File: src/rtl/rf_debug_access.sv
// rf_debug_access
//   Debug-side initiator for the register file. Accepts single-register
//   read/write requests and whole-file dump requests on a valid/ready
//   request channel while the core is halted, drives one RF read port and
//   the RF write port, and returns results on a valid/ready response channel.
//
// Build option:
//   RF_DEBUG_DUMP_EN  defined: op 2'b10 dumps the register file, one beat
//                     per register. Undefined: the dump path is not built
//                     and op 2'b10 is rejected like op 2'b11.
//
// Parameters:
//   XLEN          register data width
//   DUMP_SKIP_X0  1: dump covers x1..x31, 0: dump covers x0..x31
//
// Ports:
//   i_clk, i_rst                  clock, asynchronous active-high reset
//   i_core_halted                 requests accepted only while high
//   i_req_* / o_req_ready         request channel (op 00 rd, 01 wr, 10 dump, 11 illegal)
//   o_rsp_* / i_rsp_ready         response channel (addr, data, err, last)
//   o_busy                        transaction in flight
//   o_rf_raddr / i_rf_rdata       RF read port (combinational read data)
//   o_rf_wen/o_rf_waddr/o_rf_wdata RF write port
module rf_debug_access #(
  parameter int unsigned XLEN         = 32,
  parameter bit          DUMP_SKIP_X0 = 1'b1
) (
  input  logic            i_clk,
  input  logic            i_rst,
  input  logic            i_core_halted,
  input  logic            i_req_valid,
  output logic            o_req_ready,
  input  logic [1:0]      i_req_op,
  input  logic [4:0]      i_req_addr,
  input  logic [XLEN-1:0] i_req_wdata,
  output logic            o_rsp_valid,
  input  logic            i_rsp_ready,
  output logic [4:0]      o_rsp_addr,
  output logic [XLEN-1:0] o_rsp_data,
  output logic            o_rsp_err,
  output logic            o_rsp_last,
  output logic            o_busy,
  output logic [4:0]      o_rf_raddr,
  input  logic [XLEN-1:0] i_rf_rdata,
  output logic            o_rf_wen,
  output logic [4:0]      o_rf_waddr,
  output logic [XLEN-1:0] o_rf_wdata
);

`ifdef RF_DEBUG_DUMP_EN
  typedef enum logic [2:0] {S_IDLE, S_RD, S_WR, S_RESP, S_DUMP} state_e;
  localparam logic [4:0] DUMP_FIRST = DUMP_SKIP_X0 ? 5'd1 : 5'd0;
`else
  typedef enum logic [1:0] {S_IDLE, S_RD, S_WR, S_RESP} state_e;
`endif

  state_e            state_q, state_d;
  logic [4:0]        addr_q, addr_d;
  logic [XLEN-1:0]   wdata_q, wdata_d;
  logic [4:0]        rsp_addr_q, rsp_addr_d;
  logic [XLEN-1:0]   rsp_data_q, rsp_data_d;
  logic              rsp_err_q, rsp_err_d;
  logic              rsp_last_q, rsp_last_d;
`ifdef RF_DEBUG_DUMP_EN
  logic              dump_q, dump_d;
  logic [4:0]        idx_q, idx_d;
`endif
  logic              accept;

  always_ff @(posedge i_clk or posedge i_rst) begin
    if (i_rst) begin
      state_q    <= S_IDLE;
      addr_q     <= '0;
      wdata_q    <= '0;
      rsp_addr_q <= '0;
      rsp_data_q <= '0;
      rsp_err_q  <= 1'b0;
      rsp_last_q <= 1'b0;
`ifdef RF_DEBUG_DUMP_EN
      dump_q     <= 1'b0;
      idx_q      <= '0;
`endif
    end else begin
      state_q    <= state_d;
      addr_q     <= addr_d;
      wdata_q    <= wdata_d;
      rsp_addr_q <= rsp_addr_d;
      rsp_data_q <= rsp_data_d;
      rsp_err_q  <= rsp_err_d;
      rsp_last_q <= rsp_last_d;
`ifdef RF_DEBUG_DUMP_EN
      dump_q     <= dump_d;
      idx_q      <= idx_d;
`endif
    end
  end

  // Ready is forced low during reset so every output reads 0 while i_rst is high.
  assign accept = (state_q == S_IDLE) && i_core_halted && i_req_valid && !i_rst;

  always_comb begin
    state_d    = state_q;
    addr_d     = addr_q;
    wdata_d    = wdata_q;
    rsp_addr_d = rsp_addr_q;
    rsp_data_d = rsp_data_q;
    rsp_err_d  = rsp_err_q;
    rsp_last_d = rsp_last_q;
`ifdef RF_DEBUG_DUMP_EN
    dump_d     = dump_q;
    idx_d      = idx_q;
`endif
    case (state_q)
      S_IDLE: begin
        if (accept) begin
          addr_d     = i_req_addr;
          wdata_d    = i_req_wdata;
          rsp_addr_d = i_req_addr;
          rsp_data_d = '0;
          rsp_err_d  = 1'b0;
          rsp_last_d = 1'b1;
`ifdef RF_DEBUG_DUMP_EN
          dump_d     = 1'b0;
`endif
          case (i_req_op)
            2'b00: state_d = S_RD;
            2'b01: begin
              if (i_req_addr == '0) begin
                rsp_err_d = 1'b1;
                state_d   = S_RESP;
              end else begin
                state_d   = S_WR;
              end
            end
`ifdef RF_DEBUG_DUMP_EN
            2'b10: begin
              dump_d  = 1'b1;
              idx_d   = DUMP_FIRST;
              state_d = S_DUMP;
            end
`endif
            default: begin
              rsp_err_d = 1'b1;
              state_d   = S_RESP;
            end
          endcase
        end
      end
      S_RD: begin
        rsp_data_d = i_rf_rdata;
        state_d    = S_RESP;
      end
      S_WR: begin
        rsp_data_d = wdata_q;
        state_d    = S_RESP;
      end
`ifdef RF_DEBUG_DUMP_EN
      S_DUMP: begin
        rsp_addr_d = idx_q;
        rsp_data_d = i_rf_rdata;
        rsp_err_d  = 1'b0;
        rsp_last_d = (idx_q == 5'd31);
        state_d    = S_RESP;
      end
`endif
      S_RESP: begin
        if (i_rsp_ready) begin
`ifdef RF_DEBUG_DUMP_EN
          if (dump_q && !rsp_last_q) begin
            idx_d   = idx_q + 5'd1;
            state_d = S_DUMP;
          end else begin
            state_d = S_IDLE;
          end
`else
          state_d = S_IDLE;
`endif
        end
      end
      default: state_d = S_IDLE;
    endcase
  end

  always_comb begin
    o_req_ready = (state_q == S_IDLE) && i_core_halted && !i_rst;
    o_rsp_valid = (state_q == S_RESP);
    o_rsp_addr  = rsp_addr_q;
    o_rsp_data  = rsp_data_q;
    o_rsp_err   = rsp_err_q;
    o_rsp_last  = rsp_last_q;
    o_busy      = (state_q != S_IDLE);
    o_rf_raddr  = '0;
    if (state_q == S_RD) o_rf_raddr = addr_q;
`ifdef RF_DEBUG_DUMP_EN
    if (state_q == S_DUMP) o_rf_raddr = idx_q;
`endif
    // x0 never reaches WR; the address term is a second guard on the write port.
    o_rf_wen    = (state_q == S_WR) && (addr_q != '0);
    o_rf_waddr  = addr_q;
    o_rf_wdata  = wdata_q;
  end

endmodule
File: config.mk
export PLATFORM = sky130hd
export DESIGN_NAME = rf_debug_access
export DESIGN_NICKNAME = d
export VERILOG_FILES = /design/src/rtl/rf_debug_access.sv
export SDC_FILE = /design/constraint.sdc
export NUM_CORES = 1
export LEC_CHECK = 0
export CORE_AREA = 3 3 116 118
export DETAILED_ROUTE_END_ITERATION = 6
export DIE_AREA = 0 0 119 121
export MAX_ROUTING_LAYER = met4
export RECOVER_POWER = 25
export SLEW_MARGIN = 10
export SYNTH_ARGS = -nofsm -noshare
export SYNTH_HDL_FRONTEND = slang
export SYNTH_SLANG_ARGS = --single-unit
File: constraint.sdc
create_clock -name i_clk -period 4.8 [get_ports i_clk]
set_input_delay 0.72 -clock i_clk [delete_from_list [all_inputs] [get_ports i_clk]]
set_output_delay 0.72 -clock i_clk [all_outputs]
set_load 0.03 [all_outputs]
==> results of run 1 <==
where the power goes:
part / total [mW] / internal, mW / switching, mW
combinational: 2.07 / 0.967 / 1.10
sequential: 1.00 / 0.841 / 0.163
clock: 0.717 / 0.468 / 0.249
total: 3.79 / 2.28 / 1.52
layout make-up:
type	count	area, um^2	area share (%)
Antenna cell	1	2.50	0.0455
Clock buffer	11	243	4.42
Clock inverter	5	78.8	1.43
Inverter	8	31.3	0.569
Multi-Input combinational cell	162	1470	26.7
Sequential cell	73	1830	33.2
Tap cell	172	215	3.92
Timing Repair Buffer	164	1630	29.7
final timing paths:
kind,start,end,slack (ns),cells after the start
worst max-delay path,i_rst,o_req_ready,1.87,4
worst min-delay path,o_rsp_last,o_rsp_last,0.47,1
worst max register to register,state_q[0],o_rsp_data[17],2.54,4
worst min register to register,o_rsp_last,o_rsp_last,0.47,1
max in group asynchronous,i_rst,o_rf_wdata[27],2.10,3
min in group asynchronous,i_rst,o_rf_wdata[6],1.60,3
state kept, by name, indices dropped and copies added, names as in the netlist:
signal and flops:
o_rsp_addr 5, o_rsp_data 32, state_q 2, o_rsp_err 1
o_rsp_last 1, o_rf_wdata 32
worst max-delay path: stages:
cell	delay, ns
dlygate4sd3_1	0.58
clkinvlp_2	0.10
and3_1	0.15
clkdlybuf4s50_1	0.66
stage by stage:
stage                     utilization [%]  hold WS (ns)  setup WS (ns)  std cells  total power, mW
after floorplan                         -         0.559           1.32        267             2.38
after global placement               41.2         0.460           1.97        579             3.09
after detailed placement             41.2         0.460           1.94        579             3.12
after CTS                            43.7         0.478           1.95        595             3.85
after global routing                 43.7         0.509           1.70        596             4.03
final                                43.7         0.471           1.87        596             3.79
layout by cell type (no fill, tap or decap), types with 2 or more instances in the layout:
cell type,n
ha_1,5
buf_4,3
clkinv_2,2
inv_1,7
nor2b_1,33
and2_1,5
bufinv_16,2
clkdlybuf4s50_1,159
mux2_1,2
mux2_2,67
a22oi_1,32
a21oi_1,2
clkbuf_16,9
dfrtp_1,73
per-layer routing:
metal,GRT usage (%),vias to the layer above
met2,24.7,87
met3,5.17,9
li1,-,1251
met4,3.69,0
met1,15.4,1332
met5,-,-
cell families (layout without fill, tap and decap cells):
group           after synthesis  after routing  synth area share [%]
flops                        73             73                  52.5
mux                          69             69                  22.3
simple gates                 46             46                  8.81
compound gates               42             42                  9.24
buf+inv                      32            188                  5.29
fa+ha+maj                     5              5                  1.80
other cells                   0              1                     0
==> metrics.txt, run 1 <==
Met1 Routed Length=between 3000 and 4000 um; Top Layer Used=met4; layout filler cell count=~1,200; die area=around 14,000 um^2; pwr/cell area=between 600 and 700 nW/um^2; GRT Overall Usage=between 10 and 15%; final setup fails=0; post-DP HPWL=6800 um; top cell type's share of synthesized area=a little over half; outcome=finished, violations left; CTS tree=built; DRT Pass-1 Iters=4; metal2 WL=between 4000 and 5000 um; Layout Nets=~500; Clk Latency, worst-skew pair=approximately 0.32 ns; DP Area=5170 um^2; WP data required=approximately 4.1 ns; number of flops mapped to enable cells by yosys=0; Netlist cell types=30; maximum net fanout on the critical path=3; worst min-delay path category=flop to flop; maxcap violations=1; Initial Util=about 28%; global route overflow=0; failing checks=max-capacitance violations, max-slew violations; setup TNS=0 ns; post-synthesis sequential area ratio=between 50% and 60%; initial detailed-routing violation count=approximately 120; fmax=342 MHz; Routed Wire Length=approximately 9800 um; # IOs=between 150 and 200; period utilization=about 61%; Synth Cell Area=between 3000 and 4000 um^2; leakage=2.32 nW; Fin. Hold Viols=0; cells after synthesis=267; YS warnings=0; Longest Clk Path Bufs=2; layout cell share with drive strength beyond 1=a little over a fifth; Setup crit end kind=primary output; CTS buffer count=9; vias in the first global route=between 2,000 and 3,000; Worst IR Drop VDD=about 0.3 mV; die height=121 um; arrival time of the worst setup path=roughly 2.2 ns; DR WL/cell=between 15 and 20 um; min cycle time layout=just under 3 ns; CTS Hold Bufs=0; cts repair resizes=0; Synth Flop Type=dfrtp_1; clk slew on worst S/H paths=approximately 0.050 ns; total number of vias=roughly 2,700; largest cells by area after synthesis=dfrtp_1, mux2_2, a22oi_1; Area Overhead vs Synth=57.9%; Post-CTS Setup Inserts=0; vias per cell=4.49; Final Max Tran Viols=74; die width=~120 um; largest net degree at the start of global routing=74; Crit Path Class=input pin to primary output; post-synthesis async set-or-reset flop share=100%; skew final=~0.0037 ns; startpoint types=input pin; Slew headroom=-23.6%; most numerous cell in the Yosys netlist=dfrtp_1; H-tree lvl count=3; worst slew pin tran=~1.9 ns; clk sinks=73; Core Area=between 10,000 and 15,000 um^2; Syn Area/Cell=roughly 13 um^2; clk root buf=clkbuf_16; RePlAce Congestion=~0.72; RSZ-0062 raised after global routing=no; IO buf count=between 150 and 200; first-pass GRT wire length=between 15,000 and 20,000 um; fin area=approximately 5500 um^2; number of synthesized register bits=73; biggest area consumer among synthesized cells=dfrtp_1; Commonest cells post-synth=dfrtp_1, mux2_2, nor2b_1; antenna violations before repair=1; row count=41; Syn Nets=about 350; Remaining DRCs=0; WL met3=~720 um; Final ANT Viol Nets=0
Power figures use the tool's default switching activity.
==> run 2, diff against run 1 <==
==> constraint.sdc (replaced) <==
create_clock -name i_clk -period 3.05 [get_ports i_clk]
set_input_delay 0.4575 -clock i_clk [delete_from_list [all_inputs] [get_ports i_clk]]
set_output_delay 0.4575 -clock i_clk [all_outputs]
set_load 0.03 [all_outputs]
==> metrics.txt, run 2 (synthesis results as in run 1) <==
outcome=finished, violations left; failing checks=max-capacitance violations, max-slew violations; sw frac=between 40 and 50%; Post-CTS Setup Inserts=0; DR WL/cell=16.4 um; WP data required=2.59 ns; Clk Latency, worst-skew pair=0.33 ns; min cycle time layout=approximately 2.6 ns; post-DP HPWL=between 6000 and 7000 um; Area Overhead vs Synth=57.7%; vias per cell=4.52; worst min-delay path category=flop to flop; initial detailed-routing violation count=96; cts repair resizes=0; CTS Hold Bufs=0; startpoint types=flop; worst slew pin tran=between 1.5 and 2 ns; Longest Clk Path Bufs=2; most frequent cells in the layout=clkdlybuf4s50_1, dfrtp_1, mux2_2; maxcap violations=1; # IOs=about 160; final setup fails=0; Remaining DRCs=0; total number of vias=2,699; row count=41; period utilization=a little over four fifths; DRT Pass-1 Iters=4; clk slew on worst S/H paths=about 0.060 ns; Internal=~3.5 mW; clk root buf=clkbuf_16; GRT Overall Usage=about 14%; RePlAce Congestion=just over 0.7; Fin. Hold Viols=0; total power=between 5 and 6 mW; pwr/cell area=roughly 1100 nW/um^2; maximum net fanout on the critical path=8; Setup crit end kind=primary output; Routed Wire Length=approximately 10000 um; IO buf count=160; Worst IR Drop VDD=around 0.50 mV; fmax=390 MHz; skew final=around 0.0065 ns; arrival time of the worst setup path=2.11 ns; global route overflow=0; largest net degree at the start of global routing=74; antenna violations before repair=1; Layout Nets=about 500; Crit Path Class=flop to primary output; CTS tree=built; H-tree lvl count=3; Core Area=around 13,000 um^2; Final Max Tran Viols=74; die area=roughly 14,000 um^2; RSZ-0062 raised after global routing=no; Initial Util=between 20% and 30%; die height=121 um; Comb power frac=a little under three fifths; layout cell share with drive strength beyond 1=roughly 21%; Final ANT Viol Nets=0; setup TNS=0 ns; most common cell after layout, fill and taps aside=clkdlybuf4s50_1; CTS buffer count=9; die width=119 um; vias in the first global route=about 3,000; clk sinks=73; Slew headroom=-26.1%; total net switching power=approximately 2.4 mW; first-pass GRT wire length=roughly 16,000 um; leakage=about 2.3 nW; Clock power frac=approximately 18%; Seq pwr share=between 20% and 30%
[run 2: per-layer routing]
metal	GRT usage (%)	vias to the layer above	share of wire [%]
met1	15.9	1341	41
met3	4.57	6	6.0
met2	24.5	91	53
li1	-	1261	-
met5	-	-	0
met4	3.26	0	0.66
[run 2: layout make-up]
class | count | area, um^2
Inverter | 8 | 31.3
Multi-Input combinational cell | 162 | 1470
Tap cell | 172 | 215
Timing Repair Buffer | 166 | 1640
Sequential cell | 73 | 1830
Antenna cell | 1 | 2.50
Clock buffer | 12 | 256
Clock inverter | 3 | 40.0
Fill cell | 1195 | 7080
[run 2: final timing paths]
kind | slack (ns) | end | startpoint | cells past startpoint
max | 0.48 | o_req_ready | state_q[0] | 4
min | 0.47 | o_rsp_last | o_rsp_last | 1
max reg2reg | 1.03 | state_q[0] | state_q[0] | 5
min reg2reg | 0.47 | o_rsp_last | o_rsp_last | 1
max in group asynchronous | 0.63 | o_rsp_data[10] | i_rst | 3
min in group asynchronous | 1.33 | o_rsp_addr[1] | i_rst | 3
[run 2: power by group through the flow]
stage	registers, mW	clock network [mW]	logic (mW)
after detailed placement	1.60	0	3.34
final	1.58	1.06	3.28
after global routing	1.63	1.13	3.50
after global placement	1.58	0	3.31
after floorplan	2.20	0	1.54
after CTS	1.58	1.10	3.34
[run 2: stage by stage]
stage | util, % | std cells | hold slack, ns | area, um^2 | worst slack, ns
after global routing | 43.6 | 597 | 0.498 | 5480 | 0.202
final | 43.6 | 597 | 0.474 | 5480 | 0.484
after floorplan | - | 267 | 0.559 | 3480 | 0.0955
after CTS | 43.6 | 596 | 0.473 | 5480 | 0.443
after detailed placement | 41.3 | 581 | 0.459 | 5190 | 0.718
after global placement | 41.3 | 581 | 0.458 | 5190 | 0.734
[run 2: critical path: stages, from the launching register on]
cell	delay [ns]
dfrtp_1	0.42
inv_1	0.11
ha_1	0.38
and3_1	0.22
clkdlybuf4s50_1	0.66
==> run 3, diff against run 2 <==
==> constraint.sdc (replaced) <==
create_clock -name i_clk -period 2.3 [get_ports i_clk]
set_input_delay 0.345 -clock i_clk [delete_from_list [all_inputs] [get_ports i_clk]]
set_output_delay 0.345 -clock i_clk [all_outputs]
set_load 0.03 [all_outputs]
==> metrics.txt, run 3 (synthesis results as in run 1) <==
outcome=finished, final reports clean; maxcap violations=0; cts repair resizes=1; worst hold stages=1; clk root buf=clkbuf_16; Clk Latency, worst-skew pair=0.33 ns; dpl ws=between 0.2 and 0.25 ns; clk slew on worst S/H paths=0.06 ns; min cycle time layout=approximately 2.2 ns; worst min-delay path category=flop to flop; CTS buffer count=9; skew final=between 0.003 and 0.004 ns; DRT Pass-1 Iters=4; RSZ-0062 raised after global routing=no; IO buf count=160; layout cell share with drive strength beyond 1=between 20% and 30%; GRT met1 Usage=between 10% and 20%; Area Overhead vs Synth=58.4%; slowest stage cell, crit path=clkdlybuf4s50_1; Hold Path Origin=o_rsp_last; arrival time of the worst setup path=around 1.9 ns; GRT Overall Usage=between 10 and 15%; first-pass GRT wire length=about 15,000 um; Hold Slack=0.471 ns; Final Max Tran Viols=0; worst reg-to-reg setup slack=roughly 0.46 ns; period utilization=95.3%; antenna violations before repair=0; global route hottest layer=met2; Critical R2R Launch=state_q[0]; Remaining DRCs=0; GRT met2 Usage=a little under a quarter; Comb power frac=a little under three fifths; row count=41; Worst IR Drop VDD=0.668 mV; setup TNS=0 ns; Reg2Reg Depth=5; die area=14,400 um^2; total number of vias=2,642; DR WL/cell=~16 um; Antenna diodes=0; die height=approximately 120 um; total net switching power=3.21 mW; Slew headroom=31.5%; crit path cell chain=inv_1 > ha_1 > inv_1 > clkdlybuf4s50_1; FF-to-FF End=o_rsp_data[0]; largest net degree at the start of global routing=74; Non-Filler Instances=600; layout filler cell count=between 1,000 and 1,500; Routed Wire Length=between 9000 and 10,000 um; Fin. Hold Viols=0; clk sinks=73; fin util=between 40% and 50%; Final ANT Viol Nets=0; die width=approximately 120 um; Internal=4.62 mW; leakage=2.35 nW; initial detailed-routing violation count=81; Post-CTS Setup Inserts=0; Worst path max stage delay=between 0.6 and 0.7 ns; H-tree lvl count=3; Longest Clk Path Bufs=2; Setup WS post-layout=0.109 ns; most common cell after layout, fill and taps aside=clkdlybuf4s50_1; Core Area=12,600 um^2; final setup fails=0; WP data required=1.96 ns; DP Cell Count=a little under 600; CTS tree=built; Setup crit end kind=primary output; worst hold endpoint=o_rsp_last; startpoint types=flop; post-DP HPWL=approximately 6800 um; M3 GR Usage=under 10%; RePlAce Congestion=0.723; fmax=around 460 MHz; sw frac=~41%; most frequent cells in the layout=clkdlybuf4s50_1, dfrtp_1, mux2_2; cell mode on critical path=inv_1; Layout Nets=504; vias per cell=between 4 and 5; # IOs=about 160; Crit path max-delay family=buffers and inverters; Seq pwr share=a little over a quarter; Initial Util=27.7%; Crit Path Class=flop to primary output; CTS Hold Bufs=0; sequential cell area=~1800 um^2; worst slew pin tran=1.03 ns; vias in the first global route=about 2,900; global route overflow=0; Clock power frac=between 15 and 20%; crit path buf inv count=3; maximum net fanout on the critical path=4; pwr/cell area=between 1000 and 1500 nW/um^2; area of the multi-input gates=1470 um^2
-- run 3: power by group through the flow --
stage / sequential (mW) / clock [mW] / combinational (mW)
5_1_grt: 2.17 / 1.43 / 4.72
4_1_cts: 2.11 / 1.38 / 4.48
2_1_floorplan: 2.92 / 0 / 2.05
6_report: 2.10 / 1.32 / 4.41
3_5_place_dp: 2.13 / 0 / 4.46
3_3_place_gp: 2.10 / 0 / 4.45
-- run 3: layer usage --
metal  vias up  share of wire [%]
met5         -                  0
met4         0               0.50
met3         6                6.1
met2        89                 51
met1      1288                 42
li1       1259                  -
-- run 3: worst max path at each step --
| stage | endpoint | depth (start not counted) | startpoint |
|---|---|---|---|
| floorplan | o_req_ready | 2 | i_rst |
| global placement | o_req_ready | 4 | i_rst |
| detailed placement | o_req_ready | 4 | i_rst |
| CTS | o_busy | 4 | state_q[0] |
| global route | o_busy | 4 | state_q[0] |
| finish | o_busy | 4 | state_q[0] |
-- run 3: final cells by class --
| cell class | instances | area share [%] |
|---|---|---|
| clock buffers | 11 | 4.59 |
| clock inverters | 5 | 0.545 |
| inverters | 8 | 0.613 |
| multi-input cells | 162 | 26.7 |
| flip-flops and latches | 73 | 33.2 |
| well taps | 172 | 3.91 |
| repair buffers | 169 | 30.5 |
-- run 3: worst reg2reg max path, stage by stage (launching register included) --
cell	delay [ns]
dfrtp_1	0.40
inv_1	0.09
ha_1	0.50
buf_4	0.31
nor2b_1	0.15
mux2_1	0.28
-- run 3: stage by stage --
stage	power, mW	cell area (um^2)
3_3_place_gp	6.55	5230
6_report	7.83	5510
4_1_cts	7.97	5510
3_5_place_dp	6.59	5230
2_1_floorplan	4.97	3490
5_1_grt	8.33	5510
